### src/rtl/load_store_unit.sv
// Load/store unit: one outstanding LW/LBU/SW/SB op, memory request/response handshake, timeout.
// Optional macro LSU_MISALIGN_TRAP_EN turns misaligned word ops into an immediate error.
module load_store_unit #(
  parameter int unsigned RSP_TIMEOUT = 255
) (
  input  logic        clk,
  input  logic        n_reset,
  input  logic        valid_i,
  input  logic        is_load_i,
  input  logic        is_byte_i,
  input  logic [31:0] addr_i,
  input  logic [31:0] store_data_i,
  output logic        ready_o,
  output logic        mem_req_valid_o,
  output logic        mem_req_write_o,
  output logic [31:0] mem_req_addr_o,
  output logic [31:0] mem_req_wdata_o,
  output logic [3:0]  mem_req_wmask_o,
  input  logic        mem_req_ready_i,
  input  logic        mem_rsp_valid_i,
  input  logic [31:0] mem_rsp_data_i,
  output logic        load_valid_o,
  output logic [31:0] load_data_o,
  output logic        store_done_o,
  output logic        err_o
);

  typedef enum logic [1:0] {StIdle, StReq, StWaitRsp, StDone} state_e;

  localparam logic [15:0] TimeoutLast = 16'(RSP_TIMEOUT - 1);

  state_e      state_q, state_d;
  logic        is_load_q, is_load_d;
  logic        is_byte_q, is_byte_d;
  logic [31:0] addr_q, addr_d;
  logic [31:0] wdata_q, wdata_d;
  logic [15:0] cnt_q, cnt_d;
  logic        err_q, err_d;
  logic [31:0] load_data_q, load_data_d;
  logic        trap;
  logic [7:0]  rsp_byte;

`ifdef LSU_MISALIGN_TRAP_EN
  assign trap = !is_byte_i && (addr_i[1:0] != 2'b00);
`else
  assign trap = 1'b0;
`endif

  assign rsp_byte = mem_rsp_data_i[8*addr_q[1:0] +: 8];

  always_comb begin
    state_d     = state_q;
    is_load_d   = is_load_q;
    is_byte_d   = is_byte_q;
    addr_d      = addr_q;
    wdata_d     = wdata_q;
    cnt_d       = cnt_q;
    err_d       = err_q;
    load_data_d = load_data_q;
    unique case (state_q)
      StIdle: begin
        if (valid_i) begin
          is_load_d = is_load_i;
          is_byte_d = is_byte_i;
          addr_d    = addr_i;
          wdata_d   = store_data_i;
          err_d     = trap;
          if (trap) begin
            state_d = StDone;
            if (is_load_i) load_data_d = '0;
          end else begin
            state_d = StReq;
          end
        end
      end
      StReq: begin
        cnt_d = '0;
        if (mem_req_ready_i) state_d = is_load_q ? StWaitRsp : StDone;
      end
      StWaitRsp: begin
        // A response arriving in the last allowed cycle beats the timeout.
        if (mem_rsp_valid_i) begin
          load_data_d = is_byte_q ? {24'h0, rsp_byte} : mem_rsp_data_i;
          state_d     = StDone;
        end else if (cnt_q == TimeoutLast) begin
          err_d       = 1'b1;
          load_data_d = '0;
          state_d     = StDone;
        end else begin
          cnt_d = cnt_q + 16'd1;
        end
      end
      StDone: state_d = StIdle;
      default: state_d = StIdle;
    endcase
  end

  always_ff @(posedge clk or negedge n_reset) begin
    if (!n_reset) begin
      state_q     <= StIdle;
      is_load_q   <= 1'b0;
      is_byte_q   <= 1'b0;
      addr_q      <= '0;
      wdata_q     <= '0;
      cnt_q       <= '0;
      err_q       <= 1'b0;
      load_data_q <= '0;
    end else begin
      state_q     <= state_d;
      is_load_q   <= is_load_d;
      is_byte_q   <= is_byte_d;
      addr_q      <= addr_d;
      wdata_q     <= wdata_d;
      cnt_q       <= cnt_d;
      err_q       <= err_d;
      load_data_q <= load_data_d;
    end
  end

  logic in_req, in_wr, in_done;

  always_comb begin
    in_req          = (state_q == StReq);
    in_wr           = in_req && !is_load_q;
    in_done         = (state_q == StDone);
    ready_o         = (state_q == StIdle);
    mem_req_valid_o = in_req;
    mem_req_write_o = in_wr;
    mem_req_addr_o  = in_req ? {addr_q[31:2], 2'b00} : 32'h0;
    mem_req_wdata_o = 32'h0;
    mem_req_wmask_o = 4'h0;
    if (in_wr) begin
      mem_req_wdata_o = is_byte_q ? {4{wdata_q[7:0]}} : wdata_q;
      mem_req_wmask_o = is_byte_q ? (4'b0001 << addr_q[1:0]) : 4'hF;
    end
    load_valid_o = in_done && is_load_q && !err_q;
    store_done_o = in_done && !is_load_q && !err_q;
    err_o        = in_done && err_q;
    load_data_o  = load_data_q;
  end

endmodule

### config.mk
export PLATFORM = sky130hd
export DESIGN_NAME = load_store_unit
export DESIGN_NICKNAME = d
export VERILOG_FILES = /design/src/rtl/load_store_unit.sv
export SDC_FILE = /design/constraint.sdc
export NUM_CORES = 1
export LEC_CHECK = 0
export CORE_ASPECT_RATIO = 1.4
export CORE_UTILIZATION = 40
export CTS_CLUSTER_DIAMETER = 100
export DETAILED_ROUTE_END_ITERATION = 10
export GPL_TIMING_DRIVEN = 0
export PLACE_DENSITY = 0.84
export SLEW_MARGIN = 10
export SYNTH_ARGS = -nofsm -noshare
export SYNTH_HDL_FRONTEND = slang
export SYNTH_SLANG_ARGS = --single-unit
### constraint.sdc
create_clock -name clk -period 4.45 [get_ports clk]
set_input_delay 0.89 -clock clk [delete_from_list [all_inputs] [get_ports clk]]
set_output_delay 0.89 -clock clk [all_outputs]
set_load 0.05 [all_outputs]
* Yosys cells after proc, flatten, opt, wreduce, memory -nomap -nowiden
Index checks and enable logic that the tools add are counted.
** Storage, ports and cells
- Register bits :: 117
- Bits of input ports :: 103
- Output and inout bits :: 106
- Logic and storage cells :: 59
** Operators by class
- $add $sub $neg :: 1
- Equality and inequality tests :: 10
- Shifts and indexed selects :: 2
- Mux-type cells :: 21
- Reduce and logical (&&, ||, !) cells :: 17
** Operator list (count)
- $mux 32 :: 6
- $mux 16 :: 2
- $pmux 16 s2 :: 1
- $shiftx 32x6->8 :: 1
- $add 16x1->16 const B :: 1
- $eq 16x8->1 const B :: 1
- $mux 2 :: 4
- $mux 4 :: 2
- $ne 2x2->1 const B :: 4
- $pmux 2 s4 :: 1
- $logic_and 1x1->1 :: 6
- $reduce_and 3->1 :: 2
- $reduce_bool 2->1 :: 3
- $eq 2x2->1 const B :: 2
- $mux 1 :: 4
- $reduce_and 2->1 :: 2
- $reduce_and 4->1 :: 1
- $shl 1x2->4 const A :: 1
- $ne 3x3->1 const B :: 1
- $eq 2x1->1 const B :: 1
- $logic_not 1->1 :: 2
- $logic_not 2->1 :: 1
- $ne 2x1->1 const B :: 1
- $pmux 1 s2 :: 1

* Logic depth before layout (Yosys ltp)
- Depth after elaboration :: 4
- Mapped depth :: 8
- Depth with buffers taken out :: 7

* Least setup slack after synthesis
No wires, ideal clock.
- Kind :: register to output
- Start :: register state_q[1]
- End :: output port mem_req_wmask_o[0]
- Arrival :: 2.504 ns
- Data required time :: 3.560 ns
- Setup slack :: 1.056 ns
- Stages on the path, launching flop included :: 8
- Buffers on the path :: 2
- Cells stage by stage :: dfrtp_1 inv_1 ha_1 nand2b_1 clkbuf_1 inv_1 clkbuf_1 and2_1
** Between the ends
- Cells in the longest elaborated chain, start to end :: 3
** RTL lines
- start, declared :: line 32 : state_e state_q, state_d;
- start signal, assigned :: line 100 : state_q <= StIdle;
- start signal, assigned :: line 109 : state_q <= state_d;
- $eq 2x1->1 :: line 123 : in_req = (state_q == StReq);
- net mem_req_valid_o :: line 14 : output logic mem_req_valid_o,
- $logic_and 1x1->1 :: line 124 : in_wr = in_req && !is_load_q;
- net mem_req_write_o :: line 15 : output logic mem_req_write_o,
- $mux 4 :: line 132 : if (in_wr) begin
- end, declared :: line 18 : output logic [3:0] mem_req_wmask_o,
The timed path passes the listed nets, and every way through them passes these cells.

* Worst setup path in the final report
- Start :: register state_q[1]
- End :: output port mem_req_wdata_o[7]
** Between the ends
- Cells in the longest elaborated chain, start to end :: 3
** RTL lines
- $eq 2x1->1 :: line 123
- $logic_and 1x1->1 :: line 124
- $mux 32 :: line 132
- end, declared :: line 17 : output logic [31:0] mem_req_wdata_o,
Every way passes these cells.

==> flow_metrics.py <==
metrics = {
    "sta": {
        "rsz0062_at_grt": "false",
        "fin_ws_ns": 0.3793,
        "fmax_ghz": 0.2457,
        "period_share_pct": 91.48,
        "tightest_slew_ns": 0.8661,
        "finalSetupViolations": 0,
        "period_minus_slack_ns": 4.071,
        "finalMaxSlewViolations": 0,
        "finalHoldViolations": 0,
        "skew_ns": 0.009055,
        "relSlewSlack_pct": 41.50,
    },
    "global_routing": {
        "grt_pass1_wl_um": 26790,
        "antenna_found_initial": 0,
        "first_global_vias": 5474,
        "grt_max_degree": 61,
        "grt_usage_pct": 23.74,
        "grt_overflow_total": 0,
    },
    "yosys": {
        "ys_seq_elements": 117,
        "ys_types": 44,
        "synthMuxAreaShare_pct": 14.64,
        "synth_compound_area_share_pct": 13.35,
        "yosysTopAreaCell": "dfrtp_1",
        "ys_seq_area_share_pct": 51.45,
        "yosys-top-cells-area": "dfrtp_1 (51%), mux2_2 (15%), and2_1 (4.5%)",
        "avgSynthCellArea_um2": 10.90,
        "synth_top_area_share_pct": 51.45,
        "synth-simple-area-share_pct": 15.52,
        "synthFlopType": "dfrtp_1",
        "synth_xor_xnor_area_share_pct": 0,
        "syn-cell-area_mm2": 0.005690,
        "synthArstFlopShare_pct": 100.0,
        "syn_inst": 522,
        "synth-adder-area-share_pct": 1.539,
        "synth_edf_count": 0,
        "synth_top_family_by_area": "simple AND/OR/NAND/NOR gates",
        "ys_warn_count": 0,
    },
    "floorplanning": {
        "die_area_mm2": 0.01471,
        "ioPinCount": 209,
        "initial_core_util_pct": 40.91,
        "core_mm2": 0.01391,
        "die_w_um": 102.8,
        "die_h_um": 143.1,
        "row_count": 51,
    },
    "clock_network": {
        "clkSlewWorstSetupHoldPaths_ns": 0.05,
        "tritoncts": "built",
        "cts_root_buffer": "clkbuf_16",
        "htree_levels": 4,
        "cts_resized": 0,
        "ctsHoldBuffers": 0,
        "cts.sinks": 117,
        "cts_buffers": 17,
        "cts_setup_buffers": 0,
        "clkLatencyLatePin_ns": 0.41,
        "cts_buffer_depth": 2,
    },
    "placement": {
        "numPortBuffers": 206,
        "place_congestion": 0.9238,
        "dp_slack_ns": 0.7432,
        "dp_hpwl_um": 12440,
    },
    "min_path": {
        "min_path_type": "in -> async",
    },
    "detailed_routing": {
        "routed_wl_um": 16680,
        "post_drt_via_cell_ratio": 5.327,
        "wire_per_inst_um": 17.61,
        "ant_nets": 0,
        "vias": 5045,
        "drt_iter0_markers": 246,
        "first_pass_iters": 5,
        "drc": 0,
    },
    "finish": {
        "final_common_cell": "clkdlybuf4s50_1",
        "nets": 859,
        "multiInputGateArea_mm2": 0.002571,
        "mostFrequentLayoutCells": "clkdlybuf4s50_1 (205), dfrtp_1 (117), mux2_2 (74)",
        "area_delta_synth_final_pct": 51.54,
        "antenna_cells": 0,
        "drive_above_1_share_pct": 14.70,
        "seq_area_mm2": 0.002928,
        "fill_cells": 1149,
    },
    "power_and_ir_drop": {
        "total_power_mw": 7.015,
        "p_leak_nw": 3.595,
        "ir_worst_vdd_mv": 0.4552,
        "powerDensity_mw_per_mm2": 813.5,
    },
    "status": {
        "status": "completed",
    },
    "critical_path": {
        "critPathRequiredTime_ns": 3.56,
        "setup.worst_path.start_class": "flop",
        "cp.arrival_ns": 3.18,
        "crit_fanout": 10,
        "slowest_stage": "clkdlybuf4s50_1",
        "cp_cell_sequence": "inv_1, ha_1, nand2b_1, clkbuf_1, inv_1, clkbuf_1, and2_1, clkdlybuf4s50_1",
        "path_class": "reg -> out",
        "end_kind": "primary output",
        "max_stage_delay_ns": 0.83,
    },
    "flow_run": {
        "max-cap-violations": 0,
    },
}
-- synth_stat cells (3+ instances only) --
| library cell | number |
|---|---|
| o211ai_1 | 4 |
| a22o_1 | 24 |
| nand4_1 | 5 |
| inv_1 | 11 |
| nand2_1 | 51 |
| or4_1 | 3 |
| a21oi_1 | 35 |
| o31ai_1 | 4 |
| a22oi_1 | 8 |
| mux2_2 | 74 |
| dfrtp_1 | 117 |
| nor4_1 | 3 |
| nand3_1 | 6 |
| nand2b_1 | 28 |
| a31oi_1 | 4 |
| buf_1 | 3 |
| o21ai_0 | 24 |
| ha_1 | 7 |
| nor2_1 | 4 |
| clkbuf_1 | 31 |
| and2_1 | 41 |
-- cell families after synthesis --
family,Yosys count
other,1
multiplexers,74
flip-flops,117
buffers and inverters,48
AO/OA/AOI/OAI,116
AND/OR/NAND/NOR,159
adder cells (fa/ha/maj),7
-- per-layer routing --
metal / track usage [%] / share of wire [%] / vias to the layer above
met1: 26.22 / 37 / 2440
met4: 11.64 / 3.9 / 0
met2: 40.98 / 52 / 245
met3: 7.000 / 7.1 / 52
met5: 0 / 0 / -
li1: - / - / 2308
-- critical path, delay by kind of cell (launching register included) --
kind	cells	cell delay (ns)
and+or+nand+nor	2	0.29
buffers and inverters	5	1.74
DFF	1	0.41
adders and majority gates	1	0.34
-- state kept, by name, summed over array words and instances, names as in the netlist --
| register | flops |
|---|---|
| addr_q | 32 |
| cnt_q | 16 |
| err_q | 1 |
| is_byte_q | 1 |
| is_load_q | 1 |
| load_data_o | 32 |
| state_q | 2 |
| wdata_q | 32 |
-- stage by stage --
stage	instance area, um2	std cells	util, %	hold slack (ns)	TNS [ns]
floorplan	5694	523	-	0.4587	0
detailed placement	8016	915	57.63	0.4717	0
global placement	7988	914	57.42	0.4661	-228.71
finish	8623	947	61.99	0.4548	0
global route	8623	947	61.99	0.4904	0
CTS	8623	947	61.99	0.4777	0
-- cell type report --
| type | count | area share, % |
|---|---|---|
| Sequential cell | 117 | 33.95 |
| Multi-Input combinational cell | 358 | 29.82 |
| Tap cell | 185 | 2.684 |
| Clock inverter | 14 | 2.060 |
| Inverter | 11 | 0.4788 |
| Timing Repair Buffer | 207 | 24.25 |
| Clock buffer | 18 | 4.977 |
| Buffer | 37 | 1.785 |
-- power breakdown --
part	internal, mW	leakage [nW]	switching, mW
Sequential	1.52	1.45	0.254
Clock	0.885	0.283	0.511
Combinational	1.42	1.86	2.42
Total	3.83	3.59	3.19
-- worst paths after layout --
check                                            from                    endpoint  slack (ns)  cells past startpoint
setup / recovery               state_q[1]$_DFFE_PN0P_          mem_req_wdata_o[7]        0.38                      8
hold / removal                                n_reset       cnt_q[13]$_DFFE_PN0P_        0.45                      1
setup reg to reg                 cnt_q[0]$_DFFE_PN0P_      state_q[0]$_DFFE_PN0P_        1.86                      7
hold reg to reg            load_data_o[1]$_DFFE_PN0P_  load_data_o[1]$_DFFE_PN0P_        0.48                      2
max in group asynchronous                     n_reset       addr_q[0]$_DFFE_PN0P_        3.33                      2
min in group clk           load_data_o[1]$_DFFE_PN0P_  load_data_o[1]$_DFFE_PN0P_        0.48                      2
Note: power is estimated with default switching activity, not from simulation.
